<file path="src/rtl/jtframe_joy_pkg.sv">
// Shared types and bit positions for the serial joystick reader.
package jtframe_joy_pkg;

  typedef enum logic [1:0] {
    LOAD   = 2'd0,
    SAMPLE = 2'd1,
    SHIFT  = 2'd2,
    DONE   = 2'd3
  } joy_state_t;

  // Chain order of the six player bits within one player's group
  localparam int unsigned JOY_UP    = 0;
  localparam int unsigned JOY_DOWN  = 1;
  localparam int unsigned JOY_LEFT  = 2;
  localparam int unsigned JOY_RIGHT = 3;
  localparam int unsigned JOY_FIRE1 = 4;
  localparam int unsigned JOY_FIRE2 = 5;

  localparam int unsigned JOY2_BASE = 8;

endpackage

</file>
<file path="src/rtl/jtframe_joy_shreg_if.sv">
// Chain pins plus decoded joystick buses of the serial joystick reader.
interface jtframe_joy_shreg_if #(
  parameter int unsigned NBITS = 16
);
  logic             joy_data;
  logic             joy_clk;
  logic             joy_load;
  logic [5:0]       joy1;
  logic [5:0]       joy2;
  logic [NBITS-1:0] raw;
  logic             frame;

  modport master (
    input  joy_data,
    output joy_clk, joy_load, joy1, joy2, raw, frame
  );

  modport slave (
    output joy_data,
    input  joy_clk, joy_load, joy1, joy2, raw, frame
  );
endinterface

</file>
<file path="src/rtl/jtframe_joy_tick.sv">
// Free-running divider: tick_c is high on the last clk of every CLKDIV period.
module jtframe_joy_tick #(
  parameter int unsigned CLKDIV = 24
) (
  input  logic clk,
  input  logic rst_n,
  output logic tick_c
);
  localparam int unsigned CW = (CLKDIV > 1) ? $clog2(CLKDIV) : 1;

  logic [CW-1:0] cnt;

  assign tick_c = (cnt == CW'(CLKDIV - 1));

  always_ff @(posedge clk) begin
    if (!rst_n)      cnt <= '0;
    else if (tick_c) cnt <= '0;
    else             cnt <= cnt + CW'(1);
  end
endmodule

</file>
<file path="src/rtl/jtframe_joy_shreg.sv">
// Drives a 74HC165-style chain, shifts in NBITS per frame and publishes a
// frame only after two identical consecutive reads.
module jtframe_joy_shreg
  import jtframe_joy_pkg::*;
#(
  parameter int unsigned CLKDIV = 24,
  parameter int unsigned NBITS  = 16
) (
  input  logic clk,
  input  logic rst_n,
  jtframe_joy_shreg_if.master bus
);
  localparam int unsigned IW = $clog2(NBITS);

  joy_state_t       state;
  logic [IW-1:0]    bit_idx;
  logic [NBITS-1:0] sh;
  logic [NBITS-1:0] prev;
  logic [NBITS-1:0] raw_q;
  logic [1:0]       data_sync;
  logic             joy_clk_q;
  logic             joy_load_q;
  logic             frame_q;
  logic             tick_c;

  jtframe_joy_tick #(
    .CLKDIV (CLKDIV)
  ) u_tick (
    .clk    (clk),
    .rst_n  (rst_n),
    .tick_c (tick_c)
  );

  // joy_data is asynchronous to clk
  always_ff @(posedge clk) begin
    if (!rst_n) data_sync <= 2'b11;
    else        data_sync <= {data_sync[0], bus.joy_data};
  end

  always_ff @(posedge clk) begin
    if (!rst_n) begin
      state      <= LOAD;
      bit_idx    <= '0;
      sh         <= '1;
      prev       <= '1;
      raw_q      <= '1;
      joy_clk_q  <= 1'b0;
      joy_load_q <= 1'b0;
      frame_q    <= 1'b0;
    end else begin
      frame_q <= 1'b0;
      if (tick_c) begin
        unique case (state)
          LOAD: begin
            state      <= SAMPLE;
            bit_idx    <= '0;
            joy_load_q <= 1'b1;
            joy_clk_q  <= 1'b0;
          end
          SAMPLE: begin
            sh[bit_idx] <= data_sync[1];
            state       <= SHIFT;
            joy_clk_q   <= 1'b1;
          end
          SHIFT: begin
            joy_clk_q <= 1'b0;
            if (bit_idx == IW'(NBITS - 1)) begin
              state <= DONE;
            end else begin
              bit_idx <= bit_idx + IW'(1);
              state   <= SAMPLE;
            end
          end
          DONE: begin
            // A read only counts once it matches the previous frame
            if (sh == prev) raw_q <= sh;
            prev       <= sh;
            frame_q    <= 1'b1;
            state      <= LOAD;
            joy_load_q <= 1'b0;
          end
          default: state <= LOAD;
        endcase
      end
    end
  end

  assign bus.joy_clk  = joy_clk_q;
  assign bus.joy_load = joy_load_q;
  assign bus.raw      = raw_q;
  assign bus.frame    = frame_q;

  // Reorder chain bits into {fire2, fire1, up, down, left, right}
  assign bus.joy1 = {raw_q[JOY_FIRE2], raw_q[JOY_FIRE1], raw_q[JOY_UP],
                     raw_q[JOY_DOWN],  raw_q[JOY_LEFT],  raw_q[JOY_RIGHT]};
  assign bus.joy2 = {raw_q[JOY2_BASE + JOY_FIRE2], raw_q[JOY2_BASE + JOY_FIRE1],
                     raw_q[JOY2_BASE + JOY_UP],    raw_q[JOY2_BASE + JOY_DOWN],
                     raw_q[JOY2_BASE + JOY_LEFT],  raw_q[JOY2_BASE + JOY_RIGHT]};
endmodule

</file>
<file path="src/flat_wrapper.sv">
// flat-port wrapper written by rule: the top's interface ports become plain ports
module jtframe_joy_shreg_flat import jtframe_joy_pkg::*;
#(
  parameter int unsigned CLKDIV = 24,
  parameter int unsigned NBITS  = 16
)
  (clk, rst_n, bus_joy_data, bus_joy_clk, bus_joy_load, bus_joy1, bus_joy2, bus_raw, bus_frame);
  jtframe_joy_shreg_if #(.NBITS(NBITS)) bus_i ();
  input  logic clk;
  input  logic rst_n;
  input wire logic [$bits(bus_i.joy_data)-1:0] bus_joy_data;
  output wire logic [$bits(bus_i.joy_clk)-1:0] bus_joy_clk;
  output wire logic [$bits(bus_i.joy_load)-1:0] bus_joy_load;
  output wire logic [$bits(bus_i.joy1)-1:0] bus_joy1;
  output wire logic [$bits(bus_i.joy2)-1:0] bus_joy2;
  output wire logic [$bits(bus_i.raw)-1:0] bus_raw;
  output wire logic [$bits(bus_i.frame)-1:0] bus_frame;
  assign bus_i.joy_data = bus_joy_data;
  assign bus_joy_clk = bus_i.joy_clk;
  assign bus_joy_load = bus_i.joy_load;
  assign bus_joy1 = bus_i.joy1;
  assign bus_joy2 = bus_i.joy2;
  assign bus_raw = bus_i.raw;
  assign bus_frame = bus_i.frame;
  jtframe_joy_shreg #(.CLKDIV(CLKDIV), .NBITS(NBITS)) u_core (.clk(clk), .rst_n(rst_n), .bus(bus_i));
endmodule
</file>
<file path="config.mk">
export PLATFORM = sky130hd
export DESIGN_NAME = jtframe_joy_shreg_flat
export DESIGN_NICKNAME = d
export VERILOG_FILES = /design/src/rtl/jtframe_joy_pkg.sv /design/src/rtl/jtframe_joy_shreg_if.sv /design/src/rtl/jtframe_joy_tick.sv /design/src/rtl/jtframe_joy_shreg.sv /design/src/flat_wrapper.sv
export SDC_FILE = /design/constraint.sdc
export NUM_CORES = 1
export LEC_CHECK = 0
export CORE_ASPECT_RATIO = 1.2
export CORE_UTILIZATION = 55
export DETAILED_ROUTE_END_ITERATION = 12
export GPL_TIMING_DRIVEN = 0
export PLACE_DENSITY = 0.79
export REMOVE_ABC_BUFFERS = 1
export SLEW_MARGIN = 20
export SYNTH_ARGS = -nofsm -noshare
export SYNTH_HDL_FRONTEND = slang
export SYNTH_HIERARCHICAL = 1
export SYNTH_SLANG_ARGS = --single-unit
</file>
<file path="constraint.sdc">
create_clock -name clk -period 3.1 [get_ports clk]
set_clock_uncertainty 0.1 [all_clocks]
set_input_delay 0.31 -clock clk [delete_from_list [all_inputs] [get_ports clk]]
set_output_delay 0.31 -clock clk [all_outputs]
set_load 0.01 [all_outputs]
</file>
; ---- Yosys cells after proc, flatten, opt, wreduce, memory -nomap -nowiden
; Index checks and enable logic that the tools add are counted.
[totals]
regBits = 64
in_bits = 3
output_inout_bits = 31
[op_classes]
addsub = 2
order_cmp = 2
n_eq_ne = 7
muxes = 10
bitwise = 1
n_reduce_logical = 14
[op_table]
columns = cell, count
row1 = 16-bit bitwise mux, 1
row2 = 16-bit == test, 1
row3 = 2-bit AND reduction, 5
row4 = 2-bit case mux with 4 select lines, 1
row5 = 4-bit case mux with 2 select lines, 1
row6 = 3-bit AND reduction, 2
row7 = 2-bit nonzero test, 3
row8 = 5-bit by 1-bit adder with 5-bit output (second input constant), 1
row9 = 5-bit == test (second input constant), 1
row10 = 4-bit by 5-bit less-than comparator with 1-bit output (second input constant), 1
row11 = 4-bit by 1-bit adder with 4-bit output (second input constant), 1
row12 = 1-bit demux with 4-bit select, 1
row13 = 2-bit == test (second input constant), 2
row14 = 4-bit == test (second input constant), 1
row15 = 4-bit by 1-bit >= comparator with 1-bit output (second input constant), 1
row16 = 4-bit two-way mux, 1
row17 = 1-bit case mux with 2 select lines, 2
row18 = 2-bit OR reduction, 2
row19 = 2-bit by 1-bit == test with 1-bit output (second input constant), 1
row20 = 2-bit zero test, 1
row21 = 1-bit two-way mux, 2
row22 = 2-bit two-way mux, 1
row23 = 2-bit inequality test (second input constant), 1
row24 = 1-bit logical AND, 1
row25 = 1-bit inverter, 1

; ---- Longest topological paths before layout
; Gate-level depths: netlist of run 1.
[logic_depth]
depth_word = 5
ltp_mapped = 9
ltp_nobuf = 7

; ---- Modules after synthesis
; Netlist of run 1, hierarchy kept.
[by_module_without_submodules]
columns = module, n_inst, cells_per_inst, area_each_um2
row1 = jtframe_joy_shreg, 1, 302, 2602.5
row2 = jtframe_joy_tick, 1, 18, 214.0

; ---- Least setup slack after synthesis of run 1
; Ideal clock, no wire load.
[synth_timing]
kind = register to register
start = register u_core.u_tick.cnt[0]
end = register u_core.raw_q[0], in the netlist u_core/bus.raw[0]
setup_time_ns = 0.114
arrival_time_ns = 2.126
required_time_ns = 2.886
path_slack_ns = 0.760
stages_incl_launch_ff = 10
n_path_buf = 2
synth_period_minus_slack_ns = 2.340
cell_sequence = dfxtp_1 > ha_1 > and4b_4 > nand2_1 > nor2_1 > nand4_1 > or4_1 > buf_2 > buf_6 > a21o_1
[synth_between]
elab_chain_len = 2
[synth_rtl]
columns = item, line
row1 = "start, declared", jtframe_joy_tick.sv:11  ; logic [CW-1:0] cnt;
row2 = "start signal, assigned", jtframe_joy_tick.sv:18  ; else cnt <= cnt + CW'(1);
row3 = 5-bit == test, jtframe_joy_tick.sv:13  ; assign tick_c = (cnt == CW'(CLKDIV - 1));
row4 = net u_core.tick_c, jtframe_joy_shreg.sv:24  ; logic tick_c;
row5 = 3-bit AND reduction (no source line), -
row6 = "end signal, assigned", jtframe_joy_shreg.sv:76  ; if (sh == prev) raw_q <= sh;
row7 = "end, declared", jtframe_joy_shreg.sv:19  ; logic [NBITS-1:0] raw_q;
; The timed path passes the listed nets, and every way through them passes these cells.
; A chain may end at the register's enable or synchronous reset.

; ---- Worst setup path after layout of run 1
[layout_timing]
start = register u_core.u_tick.cnt[0]
end = register u_core.raw_q[15], in the netlist u_core/bus.raw[15]
; Same word-level chain as after synthesis.

==> results.json, run 1 <==
{
  "status": "completed",
  "syn_area_per_cell_um2": 8.801,
  "grt_max_degree": 50,
  "hold_depth": 2,
  "port_buffers": 33,
  "syn2layout_area_growth_pct": 16.39,
  "rsz0062_at_grt": "false",
  "synth.distinct_cells": 37,
  "synthCells": 320,
  "firstDrtPassIters": 4,
  "grt_pass1_vias": 1994,
  "rows": 28,
  "worst_pin_slew_ns": 0.6004,
  "synth.most_common_cell": "dfxtp_1",
  "h-tree-depth": 3,
  "globalplace.congestion": 0.8057,
  "finalCriticalPeriod_ns": 2.880,
  "peakVddDrop_uv": 318.6,
  "n_antenna_cell": 0,
  "dp_hpwl_um": 3511,
  "dpl-instance-area_um2": 3083,
  "cp_cell_sequence": "ha_1 > and4b_4 > nand2_1 > nor2_1 > nand4_1 > or4_4 > a21o_1",
  "slew_violations": 0,
  "max_stage_delay_ns": 0.60,
  "ys_ff_latch": 64,
  "min_path_type": "primary input to flip-flop",
  "synth_top_area_share_pct": 45.49,
  "required_ns": 3.22,
  "drt_wl_total_um": 5236,
  "netlist_top_cells_area": "dfxtp_1 45%, nand2_1 7.7%, o21ai_0 6.2%",
  "core_um2": 4940,
  "fin_area_um2": 3278,
  "crit_path_end_kind": "flip-flop",
  "grt-ovfl-total": 0,
  "synth-main-ff-cell": "dfxtp_1",
  "root_buffer": "clkbuf_8",
  "worstPathMaxFanout": 17,
  "cts_tree": "done",
  "setup_violations": 0,
  "initial_utilization_pct": 57.02,
  "critPathLaunchType": "flip-flop",
  "critPathKind": "flip-flop to flip-flop",
  "path_clk_slew_ns": 0.07,
  "fmax_ghz": 0.3472,
  "finalNetCount": 350,
  "drtAntennaViolNets": 0,
  "drv_cap": 0,
  "first_iter_violations": 132,
  "synth_top_area_cell": "dfxtp_1",
  "netlist_top_cells_count": "64 x dfxtp_1, 58 x nand2_1, 35 x o21ai_0",
  "syn_area_um2": 2816,
  "die-area_um2": 5412,
  "final-hold-violation-count": 0,
  "fin_cells": 402,
  "drcViolationCount": 0,
  "clk_latency_ns": 0.33,
  "timing.rr.end": "u_core/bus.raw[15]",
  "rrSetupSlack_ns": 0.22,
  "p_per_area_nw_per_um2": 460.0,
  "p_total_mw": 1.508,
  "r2r_start": "u_core/u_tick/cnt[0]",
  "placedCellCount": 385,
  "wl_per_cell_um": 13.02,
  "slowest_stage": "or4_4",
  "cts_buffer_depth": 2,
  "seq_area_frac_synth_pct": 45.49,
  "io_pins": 34,
  "cts-hold-fix-buffers": 0,
  "chipWidth_um": 67.33,
  "grt_use_total_pct": 21.82,
  "grt_pass1_wl_um": 8880,
  "rr_worst_depth": 7,
  "relSlewSlack_pct": 59.88,
  "ys_warn_count": 6,
  "p_leak_nw": 1.394,
  "antenna_found_initial": 0,
  "async_flop_share_pct": 0,
  "hold_end": "u_core/data_sync[0]",
  "drive_gt1_share_pct": 6.725,
  "cts_buffers": 9,
  "cts.sinks": 64,
  "drt-vias-per-instance": 5.440,
  "period_share_pct": 92.91,
  "cp.arrival_ns": 3.00,
  "hp-start": "rst_n",
  "via_count": 2187,
  "synth-edff-count": 0,
  "die_y_um": 80.39
}
-- what timing repair did --
item,in CTS,in global routing
gates resized for setup,1,0
setup endpoints to repair,16,0
buffers inserted,1,0
endpoints found under the hold margin,0,0
-- worst max-delay path by stage --
stage | start | end | slack [ns] | depth (start not counted)
finish | u_core/u_tick/cnt[0] | u_core/bus.raw[15] | 0.22 | 7
detailed placement | u_core/u_tick/cnt[0] | u_core/bus.raw[11] | -0.45 | 7
floorplan | u_core/u_tick/cnt[0] | u_core/bus.raw[0] | 0.34 | 7
CTS | u_core/u_tick/cnt[0] | u_core/bus.raw[15] | 0.25 | 7
global placement | u_core/u_tick/cnt[0] | u_core/bus.raw[15] | -0.40 | 7
global route | u_core/u_tick/cnt[0] | u_core/bus.raw[15] | 0.10 | 7
-- kinds of logic after synthesis --
kind of cell / synth area share [%]
AND/OR/NAND/NOR: 19.28
AO/OA/AOI/OAI: 17.24
flip-flops: 45.49
buffers and inverters: 6.841
XOR/XNOR: 5.286
adder cells (fa/ha/maj): 4.442
multiplexers: 1.422
-- placed cells by master, fill, tap and decap left out, drive strengths merged, types with 5 or more instances in the layout --
master         synthesis  routed
nand2                 58      58
o21ai                 35      35
xor2                  17      17
a21o                  16      16
nand3                 23      23
o311ai                12      12
ha                    10      10
dfxtp                 64      64
inv                    7       7
nor3                   5       5
clkbuf                15      13
clkdlybuf4s50          0      32
-- critical path: cells and delay by family (launching register included) --
family	cells	cell delay [ns]
compound gates	1	0.22
fa+ha+maj	1	0.23
simple gates	5	1.84
flops	1	0.37
-- power by group --
group	total, mW	switching, mW	internal, mW
Combinational	0.0290	0.0176	0.0114
Sequential	0.831	0.00405	0.827
Clock	0.648	0.296	0.352
Total	1.51	0.318	1.19
-- cell type report --
cell class | count | area, um2
Sequential cell | 64 | 1281
Timing Repair Buffer | 36 | 360.3
Tap cell | 60 | 75.07
Multi-Input combinational cell | 219 | 1351
Inverter | 7 | 26.28
Clock inverter | 3 | 15.01
Clock buffer | 13 | 168.9
Fill cell | 415 | 1662
-- registers in the layout (all words and copies together) (netlist names) --
signal               cells
u_core/u_tick/cnt        5
u_core/bit_idx           4
u_core/bus.raw          16
u_core/data_sync         2
u_core/prev             16
u_core/state             2
u_core/bus.joy_clk       1
u_core/sh               16
u_core/bus.frame         1
u_core/bus.joy_load      1
-- stage by stage --
stage | hold WS, ns | utilization (%) | worst slack (ns) | TNS, ns
final | 0.2064 | 66.36 | 0.2198 | 0
after floorplan | 0.2719 | - | 0.3396 | 0
after global placement | 0.2879 | 61.85 | -0.3972 | -6.315
after CTS | 0.2019 | 66.36 | 0.2463 | 0
after global routing | 0.2371 | 66.36 | 0.1018 | 0
after detailed placement | 0.2958 | 62.41 | -0.4479 | -6.968
-- metal layers --
layer	part of all wire [%]	GRT usage (%)	up-vias	wire [um]
li1	-	-	1134	-
met1	46	26.28	1004	2388
met2	50	36.50	42	2627
met3	2.6	3.977	7	136
met4	1.6	10.64	0	83
met5	0	0	-	0
Note: power is estimated with default switching activity, not from simulation.
==> run 2: changes to the inputs <==
- ABC_CLOCK_PERIOD_IN_PS: unset -> 3100
- RECOVER_POWER: unset -> 100
==> run 2 against run 1 <==
  * Cell count is the same
  * Critical path type unchanged
  * Die area is the same
  * Critical path depth is the same
==> results.json, run 2 (synthesis gave the netlist of run 1 again) <==
{
  "n_antenna_cell": 0,
  "peakVddDrop_uv": 319.1,
  "cts_buffer_depth": 2,
  "critPathCapture": "u_core/bus.raw[15]",
  "cts.sinks": 64,
  "cp.arrival_ns": 3.00,
  "p_leak_nw": 1.313,
  "dp_hpwl_um": 3511,
  "hp-start": "u_core/data_sync[0]",
  "r2r_start": "u_core/u_tick/cnt[0]",
  "grt_max_degree": 50,
  "tns_ns": 0,
  "period_share_pct": 93.02,
  "cts_tree": "done",
  "drcViolationCount": 0,
  "layout_common_cells": "64 x dfxtp_1, 58 x nand2_1, 35 x o21ai_0",
  "die_y_um": 80.39,
  "cts-hold-fix-buffers": 0,
  "core_um2": 4940,
  "h-tree-depth": 3,
  "fillers": 417,
  "port_buffers": 33,
  "cp_cell_sequence": "ha_1 > and4b_4 > nand2_1 > nor2_1 > nand4_1 > or4_4 > a21o_1",
  "critPathKind": "flip-flop to flip-flop",
  "critPathLaunchType": "flip-flop",
  "worstPathMaxFanout": 17,
  "slew_violations": 0,
  "clk_latency_ns": 0.33,
  "first_iter_violations": 176,
  "chipWidth_um": 67.33,
  "wl_per_cell_um": 13.06,
  "grt_use_total_pct": 21.82,
  "syn2layout_area_growth_pct": 16.13,
  "fin_area_um2": 3271,
  "finalCriticalPeriod_ns": 2.884,
  "setup_violations": 0,
  "timing.rr.end": "u_core/bus.raw[15]",
  "globalplace.congestion": 0.8057,
  "fin_cells": 402,
  "root_buffer": "clkbuf_8",
  "fmax_ghz": 0.3468,
  "initial_utilization_pct": 57.02,
  "min_path_type": "flip-flop to flip-flop",
  "path_clk_slew_ns": 0.07,
  "status": "completed",
  "max_stage_delay_ns": 0.60,
  "dpl-instance-area_um2": 3083,
  "relSlewSlack_pct": 43.01,
  "drv_cap": 0,
  "p_per_area_nw_per_um2": 460.9,
  "rsz0062_at_grt": "false",
  "final-hold-violation-count": 0,
  "grt_pass1_wl_um": 8880,
  "worst_pin_slew_ns": 0.8544,
  "grt_pass1_vias": 1994,
  "rrSetupSlack_ns": 0.22,
  "antenna_found_initial": 0,
  "die-area_um2": 5412,
  "utilization_pct": 66.21,
  "crit_path_end_kind": "flip-flop",
  "required_ns": 3.22,
  "cts_buffers": 9,
  "drt_wl_total_um": 5250,
  "rr_worst_depth": 7,
  "crit_path_start": "u_core/u_tick/cnt[0]",
  "drive_gt1_share_pct": 6.140,
  "grt-ovfl-total": 0,
  "slowest_stage": "or4_4",
  "finalNetCount": 350,
  "drt-vias-per-instance": 5.443,
  "placedCellCount": 385,
  "via_count": 2188,
  "final_common_cell": "dfxtp_1",
  "io_pins": 34,
  "firstDrtPassIters": 4,
  "drtAntennaViolNets": 0,
  "rows": 28
}
==> run 2: changes by cell type in the layout (fill, tap and decap cells not counted) <==
cell and delta:
and2_0 +3, and2_1 -3, buf_2 -1, clkbuf_1 +1
clkdlybuf4s50_1 -32, dlygate4sd3_1 +32, nor4_1 +1, nor4_2 -1
==> run 2: worst min path at each step <==
| stage | endpoint | cells after the start |
|---|---|---|
| 2_1_floorplan | u_core/sh[0] | 1 |
| 3_3_place_gp | u_core/data_sync[1] | 1 |
| 3_5_place_dp | u_core/data_sync[1] | 1 |
| 4_1_cts | u_core/data_sync[0] | 2 |
| 5_1_grt | u_core/data_sync[1] | 1 |
| 6_report | u_core/data_sync[1] | 1 |
==> run 2: cell type report <==
type / count / area, um2 / share of cell area (%)
multi-input combinational: 219 / 1345 / 41.12
timing repair buffer: 36 / 359.1 / 10.98
inverter: 7 / 26.28 / 0.8034
clock inverter: 3 / 15.01 / 0.4591
tap: 60 / 75.07 / 2.295
clock buffer: 13 / 168.9 / 5.164
sequential: 64 / 1281 / 39.17
==> run 2: metrics by stage <==
step | total power, mW | worst slack, ns | hold slack, ns
floorplan | 0.8604 | 0.3396 | 0.2719
global placement | 0.8758 | -0.3972 | 0.2879
detailed placement | 0.8785 | -0.4479 | 0.2958
CTS | 1.523 | 0.2463 | 0.2019
global route | 1.559 | 0.1056 | 0.3521
finish | 1.507 | 0.2165 | 0.3170
==> run 2: report_power, final <==
group          switching (mW)  total [mW]  internal (mW)
sequential            0.00413       0.831          0.827
combinational          0.0176      0.0285         0.0109
clock                   0.296       0.648          0.352
total                   0.318        1.51           1.19
==> run 2: what timing repair did <==
action / CTS / global route
setup endpoints to repair: 16 / 0
hold endpoints to repair: 0 / 0
buffers inserted: 1 / 0
resized for setup: 1 / 0
==> run 2: critical path: cells and delay by family (launching register included) <==
family                     cells  cell delay (ns)
and+or+nand+nor                5             1.84
DFF                            1             0.37
adders and majority gates      1             0.23
AOI/OAI and AO/OA              1             0.22
==> run 2: per-layer routing <==
metal  global-route usage [%]  wire length, um
met5                        0                0
met4                    10.64               76
met3                    3.977              159
met2                    36.50             2606
met1                    26.28             2408
